### config.mk
export PLATFORM = sky130hd
export DESIGN_NAME = data_mem_arbiter
export DESIGN_NICKNAME = d
export VERILOG_FILES = /design/src/rtl/data_mem_arbiter.sv
export SDC_FILE = /design/constraint.sdc
export NUM_CORES = 1
export LEC_CHECK = 0
export ABC_CLOCK_PERIOD_IN_PS = 4900
export BUFFER_PORTS_ARGS = -buffer_cell sky130_fd_sc_hd__clkbuf_2
export CAP_MARGIN = 20
export CORE_AREA = 3 3 114 116
export CTS_CLUSTER_DIAMETER = 100
export DETAILED_ROUTE_END_ITERATION = 16
export DIE_AREA = 0 0 117 119
export SLEW_MARGIN = 20
export SYNTH_ARGS = -nofsm -noshare
export SYNTH_HDL_FRONTEND = slang
export SYNTH_SLANG_ARGS = --single-unit
### constraint.sdc
create_clock -name CLK -period 4.9 [get_ports CLK]
set_clock_uncertainty 0.2 [all_clocks]
set_input_delay 0 -clock CLK [delete_from_list [all_inputs] [get_ports CLK]]
set_output_delay 0 -clock CLK [all_outputs]
set_load 0.05 [all_outputs]
### src/rtl/data_mem_arbiter.sv
// Shares the single data-memory port between the core load/store path and the IO engine.
// Latency: CPU access is combinational in the same cycle; IO is granted one cycle after request and IO read data is registered (+1 cycle).
// Backpressure: cpu_stall holds the core while IO owns the port; io_gnt tells IO when its transfer completes at the clock edge.
//
// Ports:
//   CLK, RST                      clock, asynchronous active-high reset
//   cpu_req/we/addr/wdata/rdata   core load/store path; cpu_stall holds the core
//   io_req/we/addr/wdata          IO engine request; io_gnt marks ownership
//   io_rdata/io_valid             registered IO read data and its one-cycle strobe
//   mem_addr/wdata/we/rdata       data memory port (write on CLK edge, combinational read)

module data_mem_arbiter #(
    parameter int AW           = 32,
    parameter int DW           = 32,
    parameter int MAX_BURST    = 4,
    parameter int STARVE_LIMIT = 8
) (
    input  logic          CLK,
    input  logic          RST,

    input  logic          cpu_req,
    input  logic          cpu_we,
    input  logic [AW-1:0] cpu_addr,
    input  logic [DW-1:0] cpu_wdata,
    output logic [DW-1:0] cpu_rdata,
    output logic          cpu_stall,

    input  logic          io_req,
    input  logic          io_we,
    input  logic [AW-1:0] io_addr,
    input  logic [DW-1:0] io_wdata,
    output logic          io_gnt,
    output logic [DW-1:0] io_rdata,
    output logic          io_valid,

    output logic [AW-1:0] mem_addr,
    output logic [DW-1:0] mem_wdata,
    output logic          mem_we,
    input  logic [DW-1:0] mem_rdata
);

    // ------------------------------------------------------------------
    // Ownership states
    // ------------------------------------------------------------------
    localparam logic [1:0] ST_CPU_OWN  = 2'd0;
    localparam logic [1:0] ST_IO_OWN   = 2'd1;
    localparam logic [1:0] ST_COOLDOWN = 2'd2;

    // Counters are sized to hold their terminal value inclusively.
    localparam int BW = $clog2(MAX_BURST + 1);
    localparam int WW = $clog2(STARVE_LIMIT + 1);

    localparam logic [BW-1:0] BURST_ONE = BW'(1);
    localparam logic [BW-1:0] BURST_MAX = BW'(MAX_BURST);
    localparam logic [WW-1:0] WAIT_ONE  = WW'(1);
    localparam logic [WW-1:0] WAIT_MAX  = WW'(STARVE_LIMIT);

    logic [1:0]    state_q,     state_d;
    logic [BW-1:0] burst_cnt_q, burst_cnt_d;
    logic [WW-1:0] wait_cnt_q,  wait_cnt_d;
    logic [DW-1:0] io_rdata_q,  io_rdata_d;
    logic          io_valid_q,  io_valid_d;

    logic          io_own;
    logic          io_xfer;
    logic          io_rd_xfer;
    logic [BW-1:0] burst_inc;
    logic [WW-1:0] wait_inc;

    assign io_own     = (state_q == ST_IO_OWN);
    assign io_xfer    = io_own & io_req;
    assign io_rd_xfer = io_xfer & ~io_we;
    assign burst_inc  = burst_cnt_q + BURST_ONE;
    assign wait_inc   = wait_cnt_q + WAIT_ONE;

    // ------------------------------------------------------------------
    // Next-state logic
    // ------------------------------------------------------------------
    always_comb begin
        state_d     = state_q;
        burst_cnt_d = burst_cnt_q;
        wait_cnt_d  = wait_cnt_q;

        case (state_q)
            ST_CPU_OWN: begin
                if (io_req) begin
                    // An idle CPU yields at once; a busy CPU yields only after
                    // IO has lost STARVE_LIMIT consecutive cycles to it.
                    if (!cpu_req || (wait_inc == WAIT_MAX)) begin
                        state_d     = ST_IO_OWN;
                        burst_cnt_d = '0;
                        wait_cnt_d  = '0;
                    end else begin
                        wait_cnt_d  = wait_inc;
                    end
                end else begin
                    wait_cnt_d = '0;
                end
            end

            ST_IO_OWN: begin
                if (!io_req) begin
                    // Release cycle: no transfer, CPU gets the port next cycle.
                    state_d     = ST_CPU_OWN;
                    burst_cnt_d = '0;
                end else if (burst_inc == BURST_MAX) begin
                    state_d     = ST_COOLDOWN;
                    burst_cnt_d = '0;
                end else begin
                    burst_cnt_d = burst_inc;
                end
            end

            ST_COOLDOWN: begin
                // One guaranteed unstalled CPU cycle between IO bursts;
                // io_req is deliberately ignored here.
                state_d    = ST_CPU_OWN;
                wait_cnt_d = '0;
            end

            default: begin
                state_d     = ST_CPU_OWN;
                burst_cnt_d = '0;
                wait_cnt_d  = '0;
            end
        endcase
    end

    // IO read data is captured at the edge that completes the read transfer
    // and otherwise holds its last value.
    always_comb begin
        io_valid_d = io_rd_xfer;
        io_rdata_d = io_rd_xfer ? mem_rdata : io_rdata_q;
    end

    // ------------------------------------------------------------------
    // State registers
    // ------------------------------------------------------------------
    always_ff @(posedge CLK or posedge RST) begin
        if (RST) begin
            state_q     <= ST_CPU_OWN;
            burst_cnt_q <= '0;
            wait_cnt_q  <= '0;
            io_rdata_q  <= '0;
            io_valid_q  <= 1'b0;
        end else begin
            state_q     <= state_d;
            burst_cnt_q <= burst_cnt_d;
            wait_cnt_q  <= wait_cnt_d;
            io_rdata_q  <= io_rdata_d;
            io_valid_q  <= io_valid_d;
        end
    end

    // ------------------------------------------------------------------
    // Port mux and outputs
    // ------------------------------------------------------------------
    assign mem_addr  = io_own ? io_addr  : cpu_addr;
    assign mem_wdata = io_own ? io_wdata : cpu_wdata;

    // Gated by RST so a transfer in flight when reset hits is never written,
    // even in the window before the state register has settled.
    assign mem_we    = ~RST & (io_own ? (io_req & io_we) : (cpu_req & cpu_we));

    assign io_gnt    = io_own;
    assign cpu_stall = io_own & cpu_req;
    assign cpu_rdata = mem_rdata;
    assign io_rdata  = io_rdata_q;
    assign io_valid  = io_valid_q;

endmodule

==> results.rst, run 1 <==
.. list-table::
   :header-rows: 1

   * - Metric
     - Value
   * - Top layer used by detailed routing
     - met4
   * - Global-route wire length before repair
     - 14900 um
   * - Layout net count
     - approximately 840
   * - Worst Max-Slew Pin Slew
     - 0.899 ns
   * - Post-synthesis instance area
     - 2830 um^2
   * - Area of the die
     - about 14000 um^2
   * - Data arrival, critical path
     - around 2.2 ns
   * - H-Tree Depth
     - 2
   * - First-iteration detailed-routing DRC count
     - 133
   * - Core Box Area
     - 12000 um^2
   * - Post-layout worst setup margin
     - 2.51 ns
   * - Clock slew at the register clock pins of the worst setup and hold paths
     - 0.06 ns
   * - Syn Nets
     - 542
   * - Static power due to leakage
     - 0.00282 uW
   * - Count of port buffers added during placement
     - 297
   * - Met2 wirelength from detailed routing
     - about 5300 um
   * - Sort of element at the start of the critical path
     - flip-flop
   * - Antenna cells
     - 0
   * - Combinational fraction of design power
     - 0.537
   * - Sw Share
     - 0.496
   * - Number of unique standard cell types used by synthesis
     - 36
   * - Run status
     - complete, no violations
   * - Global-route total usage across every layer
     - 0.131
   * - Post-route setup TNS
     - 0 ns
   * - Clock tree from TritonCTS
     - done
   * - Row count
     - 40
   * - Drt via density
     - between 4 and 5
   * - I/O pin cnt
     - 298
   * - Area growth from synthesis to final layout
     - 66.8%
   * - Number of warnings printed during yosys synthesis
     - 0
   * - TritonCTS sink count
     - 42
   * - Final Setup Violations
     - 0
   * - Number of max-cap violations
     - 0
   * - Detail-routed net length per standard cell
     - approximately 12 um
   * - Max-slew violation count
     - 0
   * - Part of the cycle the worst path needs
     - 0.487
   * - Die width
     - 117 um
   * - Final hold violations
     - 0
   * - Switching power
     - 905 uW
   * - Critical path required time
     - ~4.7 ns
   * - Grt ovf
     - 0
   * - Clock power frac
     - 0.200
   * - CTS max path bufs
     - 2
   * - Class of the most critical hold timing path
     - input pin to output pin
   * - Die H
     - between 100 and 150 um
   * - Gpl congestion
     - 0.831
   * - Total internal power
     - 919 uW
   * - Antenna violations before repair
     - 0
   * - Number of buffers added by the clock tree synthesis step
     - 5
   * - Worst-skew pair later-pin latency
     - 0.27 ns
   * - Number of vias in the routed layout
     - 3336
   * - Leading cell types in the layout, fill and taps excluded
     - sky130_fd_sc_hd__clkbuf_2, sky130_fd_sc_hd__nand2_1, sky130_fd_sc_hd__dfrtp_1
   * - Max Clk Rate
     - 419 MHz
   * - Initial core utilization
     - 0.236
   * - Iteration count of the initial detailed-routing pass
     - 5
   * - Gates resized, CTS repair
     - 0
   * - Total routed wire length on the met1 layer
     - between 3000 and 4000 um
   * - Fraction of final layout cells with drive strength greater than 1
     - 0.473
   * - Final total power
     - ~1800 uW
   * - Start-to-end type of the worst setup path
     - flip-flop to output pin
   * - Residual DRC
     - 0
   * - Slack of the worst reg-to-reg path
     - 2.76 ns
   * - Half-perimeter wire length after placement
     - 7760 um
   * - Maximum fanout along the worst path
     - 46
   * - Final critical-path required period
     - 2.39 ns
   * - Setup crit end kind
     - output pin
   * - Number of instances in the synthesized netlist
     - around 370
   * - Detail Route Antenna Nets
     - 0
   * - Number of global-route vias before repair
     - 3175
   * - Buffer type at the clock tree root
     - sky130_fd_sc_hd__clkbuf_16
   * - Max IR drop VDD
     - around 260 uV
   * - Most common cell after layout, fill and taps aside
     - sky130_fd_sc_hd__clkbuf_2
   * - Areal power density over the cells
     - 386 nW/um^2
   * - Met3 routed wirelength
     - 772 um
   * - Final WL
     - 9950 um
   * - Yosys reg bits
     - 42
   * - Post-placement worst setup slack
     - 2.70 ns
   * - Worst slew margin relative to its limit
     - 0.400
   * - Fraction of the yosys area taken by sequential cells
     - 0.371
   * - Avg Synthesized Cell Area
     - roughly 7.6 um^2
   * - Register share of total power
     - 0.262
   * - Pin count of the biggest net entering global routing
     - 67
   * - Setup repair after global routing missed its margin
     - false
   * - Fill cell count
     - 1232
## registers in the layout, summed over array words and instances (netlist names)
| register | count |
|---|---|
| io_rdata | 32 |
| io_valid | 1 |
| state_q | 2 |
| wait_cnt_q | 4 |
| burst_cnt_q | 3 |
## final cells by class
class	count	area, um^2	area share
Inverter	5	18.8	0.00397
Clock inverter	2	37.5	0.00795
Timing Repair Buffer	337	1880	0.398
Sequential cell	42	1050	0.223
Tap cell	147	184	0.0390
Multi-Input combinational cell	276	1420	0.301
Clock buffer	6	129	0.0273
## worst paths after layout
kind | startpoint | to | cells past startpoint
hold / removal | io_wdata[20] | mem_wdata[20] | 4
min in group asynchronous | RST | state_q[0]$_DFFE_PP0P_ | 4
hold reg to reg | io_rdata[21]$_DFFE_PP0P_ | io_rdata[21]$_DFFE_PP0P_ | 1
setup / recovery | state_q[1]$_DFFE_PP0P_ | mem_wdata[19] | 6
setup reg to reg | state_q[1]$_DFFE_PP0P_ | io_rdata[9]$_DFFE_PP0P_ | 3
max in group asynchronous | RST | io_rdata[3]$_DFFE_PP0P_ | 4
## cell usage after synthesis
master | count | area [um^2]
sky130_fd_sc_hd__inv_2 | 1 | 3.75
sky130_fd_sc_hd__a21oi_1 | 4 | 20.0
sky130_fd_sc_hd__dfrtp_1 | 42 | 1050
sky130_fd_sc_hd__ha_1 | 4 | 50.1
sky130_fd_sc_hd__o31a_1 | 1 | 8.76
sky130_fd_sc_hd__nand3b_1 | 1 | 7.51
sky130_fd_sc_hd__nor2_4 | 1 | 11.3
sky130_fd_sc_hd__nand2_1 | 199 | 747
sky130_fd_sc_hd__nor2_1 | 4 | 15.0
sky130_fd_sc_hd__o21ai_1 | 1 | 5.00
sky130_fd_sc_hd__nand3b_2 | 1 | 11.3
sky130_fd_sc_hd__buf_6 | 3 | 33.8
sky130_fd_sc_hd__xor2_1 | 1 | 8.76
sky130_fd_sc_hd__a31oi_1 | 2 | 12.5
sky130_fd_sc_hd__mux2_1 | 29 | 327
sky130_fd_sc_hd__a41oi_1 | 1 | 8.76
sky130_fd_sc_hd__nand3_1 | 5 | 25.0
sky130_fd_sc_hd__or3_1 | 1 | 6.26
sky130_fd_sc_hd__mux2_2 | 3 | 33.8
sky130_fd_sc_hd__buf_4 | 32 | 240
sky130_fd_sc_hd__or2_2 | 1 | 6.26
sky130_fd_sc_hd__nor2b_1 | 2 | 12.5
sky130_fd_sc_hd__a21boi_0 | 1 | 7.51
sky130_fd_sc_hd__and2_1 | 1 | 6.26
sky130_fd_sc_hd__clkbuf_1 | 2 | 7.51
sky130_fd_sc_hd__nand2b_1 | 1 | 6.26
sky130_fd_sc_hd__nand4bb_1 | 1 | 11.3
sky130_fd_sc_hd__o21ai_0 | 5 | 25.0
sky130_fd_sc_hd__and3_1 | 1 | 6.26
sky130_fd_sc_hd__and4bb_2 | 1 | 12.5
sky130_fd_sc_hd__o31ai_1 | 1 | 7.51
sky130_fd_sc_hd__o21bai_1 | 1 | 7.51
sky130_fd_sc_hd__inv_1 | 4 | 15.0
sky130_fd_sc_hd__nor3_1 | 1 | 5.00
sky130_fd_sc_hd__o2111ai_1 | 1 | 8.76
sky130_fd_sc_hd__buf_2 | 12 | 60.1
## metal layers
metal  GRT usage  vias to the layer above
li1            -                     1735
met1       0.145                     1444
met2       0.250                      147
met3      0.0259                       10
met4      0.0301                        0
met5           0                        -
## power groups by stage
| stage | Sequential, uW | Clock [uW] | Combinational [uW] |
|---|---|---|---|
| finish | 479 | 365 | 980 |
| global route | 491 | 392 | 1040 |
| CTS | 479 | 381 | 987 |
| detailed placement | 484 | 0 | 963 |
| floorplan | 733 | 0 | 476 |
| global placement | 483 | 0 | 958 |
## critical path: stages (launching register included)
cell and delay, ns:
sky130_fd_sc_hd__dfrtp_1 0.41, sky130_fd_sc_hd__nand2b_2 0.20, sky130_fd_sc_hd__inv_2 0.33, sky130_fd_sc_hd__buf_4 0.48
sky130_fd_sc_hd__nand2_1 0.10, sky130_fd_sc_hd__nand2_1 0.10, sky130_fd_sc_hd__clkbuf_2 0.28
## cells by family (layout without fill, tap and decap cells)
kind of cell	Yosys count	after routing	synth area share
buffers and inverters	54	350	0.127
AO/OA/AOI/OAI	18	18	0.0393
XOR/XNOR	1	1	0.00309
flip-flops	42	42	0.371
multiplexers	32	32	0.127
AND/OR/NAND/NOR	221	221	0.314
adder cells (fa/ha/maj)	4	4	0.0177
## stage by stage
step	instance area, um^2	cells	util	hold slack, ns
final	4720	815	0.393	0.183
after detailed placement	4190	770	0.348	0.00259
after CTS	4720	815	0.393	0.186
after global placement	4190	770	0.348	-0.00248
after floorplan	2830	372	-	-0.0653
after global routing	4720	815	0.393	0.201
## repair_timing
item / 4_1_cts / 5_1_grt
setup endpoints to repair: 0 / 0
buffers inserted: 0 / 0
endpoints found under the hold margin: 79 / 0
hold buffers: 37 / 0
No activity file was read; power rests on OpenSTA's default activity.
==> run 2, diff against run 1 <==
ABC_AREA = 1   (was unset)
ABC_CLOCK_PERIOD_IN_PS = 2400   (was 4900)
CORE_AREA = 3 3 115 117   (was 3 3 114 116)
DIE_AREA = 0 0 118 120   (was 0 0 117 119)
clock period = 2.4 ns   (was 4.9 ns; I/O delays follow)
==> run 2 against run 1 <==
Count of clock-buffer cells in the layout is 1 higher. Via count is 9.3% higher. Area after synthesis is 1.1% lower. Worst hold slack worse by 0.078 ns. Power grew to 2.8 times the previous value. Largest power group unchanged. Final cell count is 12% higher.
==> results.rst, run 2 <==
.. list-table::
   :header-rows: 1

   * - Metric
     - Value
   * - Sw Share
     - 0.585
   * - Clock slew at the register clock pins of the worst setup and hold paths
     - ~0.060 ns
   * - Class of the most critical hold timing path
     - input pin to flip-flop
   * - Area share of xor/xnor cells in the synthesized design
     - 0
   * - Post-synthesis instance area
     - 2800 um^2
   * - Half-perimeter wire length after placement
     - roughly 8300 um
   * - Clock tree from TritonCTS
     - done
   * - Primary FF master, synth
     - sky130_fd_sc_hd__dfrtp_1
   * - Area of the die
     - 14200 um^2
   * - Synthesized-area fraction occupied by adder cells
     - 0.0179
   * - Iteration count of the initial detailed-routing pass
     - 4
   * - Die H
     - 120 um
   * - Residual DRC
     - 0
   * - H-Tree Depth
     - 2
   * - Post-synth EDFFs
     - 0
   * - TritonCTS sink count
     - 42
   * - Number of vias in the routed layout
     - 3647
   * - Worst Max-Slew Pin Slew
     - 0.538 ns
   * - Row count
     - 41
   * - Global-route wire length before repair
     - between 15000 and 20000 um
   * - Crit-path most repeated cell
     - sky130_fd_sc_hd__nand2_1
   * - Drt via density
     - 3.99
   * - Antenna violations before repair
     - 0
   * - Setup crit end kind
     - flip-flop
   * - Max Clk Rate
     - ~470 MHz
   * - Area used by multi-input combinational logic
     - 1360 um^2
   * - Die width
     - ~120 um
   * - First-iteration detailed-routing DRC count
     - 163
   * - Gpl congestion
     - roughly 0.78
   * - Area growth from synthesis to final layout
     - 69.3%
   * - Final Setup Violations
     - 0
   * - Detail Route Antenna Nets
     - 0
   * - Part of the cycle the worst path needs
     - 0.889
   * - Avg Synthesized Cell Area
     - 6.23 um^2
   * - Multiplexer share of the synthesized area
     - 0
   * - Library cell occupying the most area in the post-synthesis netlist
     - sky130_fd_sc_hd__nand2_1
   * - Initial core utilization
     - 0.225
   * - Pin count of the biggest net entering global routing
     - 69
   * - Run status
     - complete, no violations
   * - Top cell type's share of synthesized area
     - 0.415
   * - Switching power
     - a little under 3000 uW
   * - Post-synthesis share of cell area spent on and, or, nand and nor gates
     - 0.454
   * - Crit path cell chain
     - ha_1 -> nand2_1 -> nand2_1 -> nor2_1 -> nand2_1 -> nand2_1 -> nand2_1 -> dlygate4sd3_1 -> o21ai_0
   * - Maximum fanout along the worst path
     - 6
   * - Cell Area, Placed
     - ~4200 um^2
   * - Fill cell count
     - 1375
   * - Syn Nets
     - 620
   * - Most common cell after layout, fill and taps aside
     - sky130_fd_sc_hd__nand2_1
   * - Critical path required time
     - between 2 and 2.5 ns
   * - Number of warnings printed during yosys synthesis
     - 0
   * - Global-route total usage across every layer
     - 0.145
   * - Data arrival, critical path
     - 2.13 ns
   * - I/O pin cnt
     - 298
   * - CTS max path bufs
     - 2
   * - Number of post-CTS setup repair buffers
     - 0
   * - Largest register FFs
     - 32
   * - Stage delay of the slowest cell on the critical path
     - 0.57 ns
   * - Design Area, Final
     - 4740 um^2
   * - Final hold violations
     - 0
   * - Yosys reg bits
     - 42
   * - Share of flip-flops with an asynchronous set or reset after synthesis
     - 1.00
   * - Buffer type at the clock tree root
     - sky130_fd_sc_hd__clkbuf_16
   * - Fraction of the yosys area taken by sequential cells
     - 0.375
   * - Areal power density over the cells
     - 1070 nW/um^2
   * - Core Box Area
     - 12500 um^2
   * - Post-route setup TNS
     - 0 ns
   * - Dominant cells by area after synthesis
     - sky130_fd_sc_hd__nand2_1, sky130_fd_sc_hd__dfrtp_1, sky130_fd_sc_hd__buf_4, sky130_fd_sc_hd__ha_1, sky130_fd_sc_hd__nand3_1
   * - Detail-routed net length per standard cell
     - 11.8 um
   * - Most frequent cells after synthesis
     - sky130_fd_sc_hd__nand2_1, sky130_fd_sc_hd__dfrtp_1, sky130_fd_sc_hd__buf_4, sky130_fd_sc_hd__clkbuf_1, sky130_fd_sc_hd__inv_1
   * - Main combinational cell family by area after synthesis
     - simple AND/OR/NAND/NOR gates
   * - Final WL
     - between 10000 and 15000 um
   * - Number of buffers added by the clock tree synthesis step
     - 5
   * - Start-to-end type of the worst setup path
     - flip-flop to flip-flop
   * - Layout net count
     - 912
   * - Area taken by flip-flops and latches
     - between 1000 and 1500 um^2
   * - Count of port buffers added during placement
     - 297
   * - Final critical-path required period
     - 2.13 ns
   * - Clock power frac
     - 0.136
   * - Worst-skew pair later-pin latency
     - between 0.2 and 0.3 ns
   * - Fraction of final layout cells with drive strength greater than 1
     - 0.425
   * - Number of max-cap violations
     - 0
   * - Total internal power
     - 2100 uW
   * - Compound-Gate Fraction of Synth Area
     - 0.0147
   * - Number of unique standard cell types used by synthesis
     - 18
   * - Worst slew margin relative to its limit
     - 0.641
   * - Antenna cells
     - 0
   * - Static power due to leakage
     - ~0.0030 uW
   * - Register share of total power
     - 0.224
   * - Most used standard cell by instance count after synthesis
     - sky130_fd_sc_hd__nand2_1
   * - Number of instances in the synthesized netlist
     - 450
   * - Critical-path top delay cell
     - sky130_fd_sc_hd__dlygate4sd3_1
   * - Max-slew violation count
     - 0
   * - Combinational fraction of design power
     - 0.640
   * - Max IR drop VDD
     - 349 uV
   * - Number of global-route vias before repair
     - 3578
   * - Leading cell types in the layout, fill and taps excluded
     - sky130_fd_sc_hd__nand2_1, sky130_fd_sc_hd__clkbuf_2, sky130_fd_sc_hd__dfrtp_1
   * - Sort of element at the start of the critical path
     - flip-flop
   * - Grt ovf
     - 0
   * - Setup repair after global routing missed its margin
     - false
-- run 2: layout make-up --
class | instances | share of cell area
Clock inverter | 1 | 0.00185
Clock buffer | 7 | 0.0301
Sequential cell | 42 | 0.222
Tap cell | 172 | 0.0454
Multi-Input combinational cell | 341 | 0.287
Timing Repair Buffer | 338 | 0.403
Inverter | 14 | 0.0111
-- run 2: path summary, 6_finish.rpt --
| kind | slack (ns) | cells past startpoint | end | start |
|---|---|---|---|---|
| setup / recovery | 0.27 | 9 | state_q[0]$_DFFE_PP0P_ | wait_cnt_q[0]$_DFFE_PP0P_ |
| hold / removal | 0.10 | 3 | io_valid$_DFF_PP0_ | io_we |
| setup reg to reg | 0.27 | 9 | state_q[0]$_DFFE_PP0P_ | wait_cnt_q[0]$_DFFE_PP0P_ |
| hold reg to reg | 0.28 | 2 | io_rdata[13]$_DFFE_PP0P_ | io_rdata[13]$_DFFE_PP0P_ |
| max in group asynchronous | 0.72 | 5 | io_rdata[24]$_DFFE_PP0P_ | RST |
| min in group asynchronous | 0.58 | 4 | burst_cnt_q[1]$_DFFE_PP0P_ | RST |
-- run 2: metal layers --
| layer | up-vias | track usage | share of wire | wire (um) |
|---|---|---|---|---|
| met3 | 10 | 0.0306 | 0.072 | 784 |
| met2 | 177 | 0.258 | 0.51 | 5480 |
| met5 | - | 0 | 0 | 0 |
| met1 | 1558 | 0.181 | 0.41 | 4480 |
| met4 | 0 | 0.0322 | 0.0084 | 91 |
| li1 | 1902 | - | - | - |
-- run 2: critical path: cells and delay by family, from the launching register on --
| kind | cells | cell delay [ns] |
|---|---|---|
| adders and majority gates | 1 | 0.23 |
| DFF | 1 | 0.43 |
| buffers and inverters | 1 | 0.57 |
| and+or+nand+nor | 6 | 0.46 |
| AOI/OAI and AO/OA | 1 | 0.16 |
-- run 2: power groups by stage --
stage	clock (uW)	sequential (uW)	combinational, uW
2_1_floorplan	0	2030	1540
3_3_place_gp	0	1140	3190
3_5_place_dp	0	1140	3200
4_1_cts	710	1130	3260
5_1_grt	740	1170	3460
6_report	689	1130	3240
-- run 2: what timing repair did --
item                       CTS  global route
hold endpoints to repair    80             0
setup endpoints to repair    0             2
gates resized for setup      0             2
hold buffers                37             0
-- run 2: per-stage QoR --
step	setup WS [ns]	hold slack [ns]	std cells	utilization	total power, uW
after floorplan	0.433	-0.0904	450	-	3570
after CTS	0.118	0.106	915	0.380	5100
after global placement	0.492	-0.270	870	0.338	4340
final	0.265	0.104	915	0.380	5060
after detailed placement	0.432	-0.274	870	0.338	4350
after global routing	0.0608	0.146	915	0.380	5370
-- run 2: logic make-up (layout without fill, tap and decap cells) --
| family | count (synthesis) | in the layout |
|---|---|---|
| adder cells (fa/ha/maj) | 4 | 4 |
| AND/OR/NAND/NOR | 329 | 329 |
| buffers and inverters | 67 | 360 |
| AO/OA/AOI/OAI | 8 | 8 |
| flip-flops | 42 | 42 |
==> run 3, diff against run 2 <==
ABC_CLOCK_PERIOD_IN_PS = 2700   (was 2400)
CORE_AREA = 4 4 114 116   (was 3 3 115 117)
clock period = 2.7 ns   (was 2.4 ns; I/O delays follow)
==> run 3 against run 2 <==
Register-to-register slack better by 0.55 ns. Sequential cell count is the same. Combinational power is 11% lower. Sequential share of layout area rose by 0.28 points. Count of clock-buffer cells in the layout decreased by 1. Power fell by 11%. Non-clock buffer count is 2 lower. Via count shrank 1.7%.
==> results.rst, run 3 (synthesized netlist as in run 2, its figures left out) <==
.. list-table::
   :header-rows: 1

   * - Metric
     - Value
   * - Die H
     - 120 um
   * - Total internal power
     - 1850 uW
   * - Class of the most critical hold timing path
     - input pin to flip-flop
   * - Final WL
     - roughly 12000 um
   * - Area growth from synthesis to final layout
     - 67.2%
   * - Number of global-route vias before repair
     - 3489
   * - Clock tree from TritonCTS
     - done
   * - Number of max-cap violations
     - 0
   * - Clock power frac
     - 0.133
   * - Residual DRC
     - 0
   * - Final Setup Violations
     - 0
   * - Antenna cells
     - 0
   * - Final critical-path required period
     - 2.27 ns
   * - Number of vias in the routed layout
     - 3585
   * - Area used by multi-input combinational logic
     - 1360 um^2
   * - Worst-skew pair later-pin latency
     - 0.28 ns
   * - Part of the cycle the worst path needs
     - 0.839
   * - Crit path cell chain
     - inv_2 -> nor2_4 -> inv_2 -> buf_4 -> nand3_1 -> a21oi_1 -> buf_12
   * - TritonCTS sink count
     - 42
   * - H-Tree Depth
     - 2
   * - Register share of total power
     - 0.224
   * - Most common cell after layout, fill and taps aside
     - sky130_fd_sc_hd__nand2_1
   * - Sw Share
     - 0.588
   * - Fraction of final layout cells with drive strength greater than 1
     - 0.428
   * - Design Area, Final
     - 4680 um^2
   * - Drt via density
     - 4.04
   * - Areal power density over the cells
     - 960 nW/um^2
   * - Combinational fraction of design power
     - 0.642
   * - Post-route setup TNS
     - 0 ns
   * - Critical path required time
     - between 2 and 3 ns
   * - Gates resized, CTS repair
     - 0
   * - Initial core utilization
     - 0.235
   * - Global-route wire length before repair
     - approximately 18000 um
   * - Area of the die
     - 14200 um^2
   * - Buffer type at the clock tree root
     - sky130_fd_sc_hd__clkbuf_16
   * - Maximum fanout along the worst path
     - 68
   * - Leading cell types in the layout, fill and taps excluded
     - sky130_fd_sc_hd__nand2_1, sky130_fd_sc_hd__clkbuf_2, sky130_fd_sc_hd__dfrtp_1
   * - Buffering stage count on the worst path with inverters included
     - 4
   * - Detail Route Antenna Nets
     - 0
   * - Critical-path top delay cell
     - sky130_fd_sc_hd__buf_4
   * - Data arrival, critical path
     - 2.07 ns
   * - Fill cell count
     - roughly 1.3k
   * - Switching power
     - ~2600 uW
   * - Setup repair after global routing missed its margin
     - false
   * - Start-to-end type of the worst setup path
     - flip-flop to output pin
   * - Pin count of the biggest net entering global routing
     - 69
   * - Final hold violations
     - 0
   * - Max Clk Rate
     - 441 MHz
   * - Number of buffers added by the clock tree synthesis step
     - 5
   * - Area taken by flip-flops and latches
     - between 1000 and 1500 um^2
   * - Core Box Area
     - 11900 um^2
   * - Max-slew violation count
     - 0
   * - Static power due to leakage
     - 0.00302 uW
   * - Cell Area, Placed
     - between 4000 and 5000 um^2
   * - Worst Max-Slew Pin Slew
     - about 0.76 ns
   * - Iteration count of the initial detailed-routing pass
     - 5
   * - Row count
     - 40
   * - Run status
     - complete, no violations
   * - Max IR drop VDD
     - between 200 and 300 uV
   * - CTS max path bufs
     - 2
   * - Share of the core filled with cells in the final layout
     - 0.393
   * - Count of port buffers added during placement
     - 297
   * - Detail-routed net length per standard cell
     - around 13 um
   * - First-iteration detailed-routing DRC count
     - 123
   * - Layout net count
     - 910
   * - Half-perimeter wire length after placement
     - 9250 um
   * - Placed Cells
     - 845
   * - Sort of element at the start of the critical path
     - flip-flop
   * - Stage delay of the slowest cell on the critical path
     - 0.54 ns
   * - Crit-path most repeated cell
     - sky130_fd_sc_hd__inv_2
   * - Gate family responsible for the most delay along the worst path
     - buffers and inverters
   * - Grt ovf
     - 0
   * - Antenna violations before repair
     - 0
   * - Largest register FFs
     - 32
   * - Worst slew margin relative to its limit
     - 0.489
   * - Die width
     - around 120 um
   * - I/O pin cnt
     - 298
   * - Global-route total usage across every layer
     - 0.156
   * - Clock slew at the register clock pins of the worst setup and hold paths
     - 0.06 ns
   * - Gpl congestion
     - 0.862
   * - Setup crit end kind
     - output pin
   * - Count of non-filler cells in the finished layout
     - 888
==> run 3: changes by cell type in the layout (fill, tap and decap cells not counted), sizes merged <==
cell,before,now
clkinvlp,0,1
clkbuf,303,302
inv,14,13
clkinv,1,2
dlygate4sd3,37,35
==> run 3: area by class of cell <==
class	instances	share of cell area
Clock buffer	6	0.0297
Tap cell	147	0.0393
Inverter	14	0.0112
Multi-Input combinational cell	341	0.291
Clock inverter	2	0.00267
Sequential cell	42	0.224
Timing Repair Buffer	336	0.402
==> run 3: final timing paths <==
kind	startpoint	endpoint	slack (ns)	cells after the start
worst min-delay path	io_we	io_valid$_DFF_PP0_	0.12	3
worst max register to register	state_q[1]$_DFFE_PP0P_	io_rdata[11]$_DFFE_PP0P_	0.82	8
worst max-delay path	state_q[0]$_DFFE_PP0P_	mem_we	0.43	7
max in group asynchronous	RST	wait_cnt_q[2]$_DFFE_PP0P_	1.43	4
min in group asynchronous	RST	burst_cnt_q[2]$_DFFE_PP0P_	0.16	3
worst min register to register	io_rdata[17]$_DFFE_PP0P_	io_rdata[17]$_DFFE_PP0P_	0.28	2
==> run 3: power groups by stage <==
stage               clock network, uW  logic [uW]  registers (uW)
floorplan                           0        1370            1800
global placement                    0        2870            1010
detailed placement                  0        2880            1020
CTS                               623        2920            1010
global route                      652        3060            1040
finish                            600        2890            1010
==> run 3: repair_timing <==
action / in CTS / in global routing
setup buffers: 0 / 0
endpoints found under the hold margin: 56 / 0
hold buffers: 35 / 0
==> run 3: metal layers <==
layer  vias to the layer above  routed length [um]  track usage  part of all wire
met2                       158                6120        0.286              0.53
met4                         0                 150       0.0366             0.013
met1                      1513                4560        0.184              0.39
li1                       1906                   -            -                 -
met5                         -                   0            0                 0
met3                         8                 785       0.0349             0.068
==> run 3: worst min-delay path: cells and delay by family <==
family,cells,cell delay (ns)
buffers and inverters,2,0.32
AND/OR/NAND/NOR,1,0.13
==> run 3: through the flow <==
stage	setup slack, ns	power (uW)	hold slack [ns]
global route	0.310	4750	0.203
finish	0.434	4500	0.115
global placement	0.762	3880	-0.0471
detailed placement	0.733	3890	-0.0687
floorplan	0.733	3170	-0.0904
CTS	0.418	4550	0.119
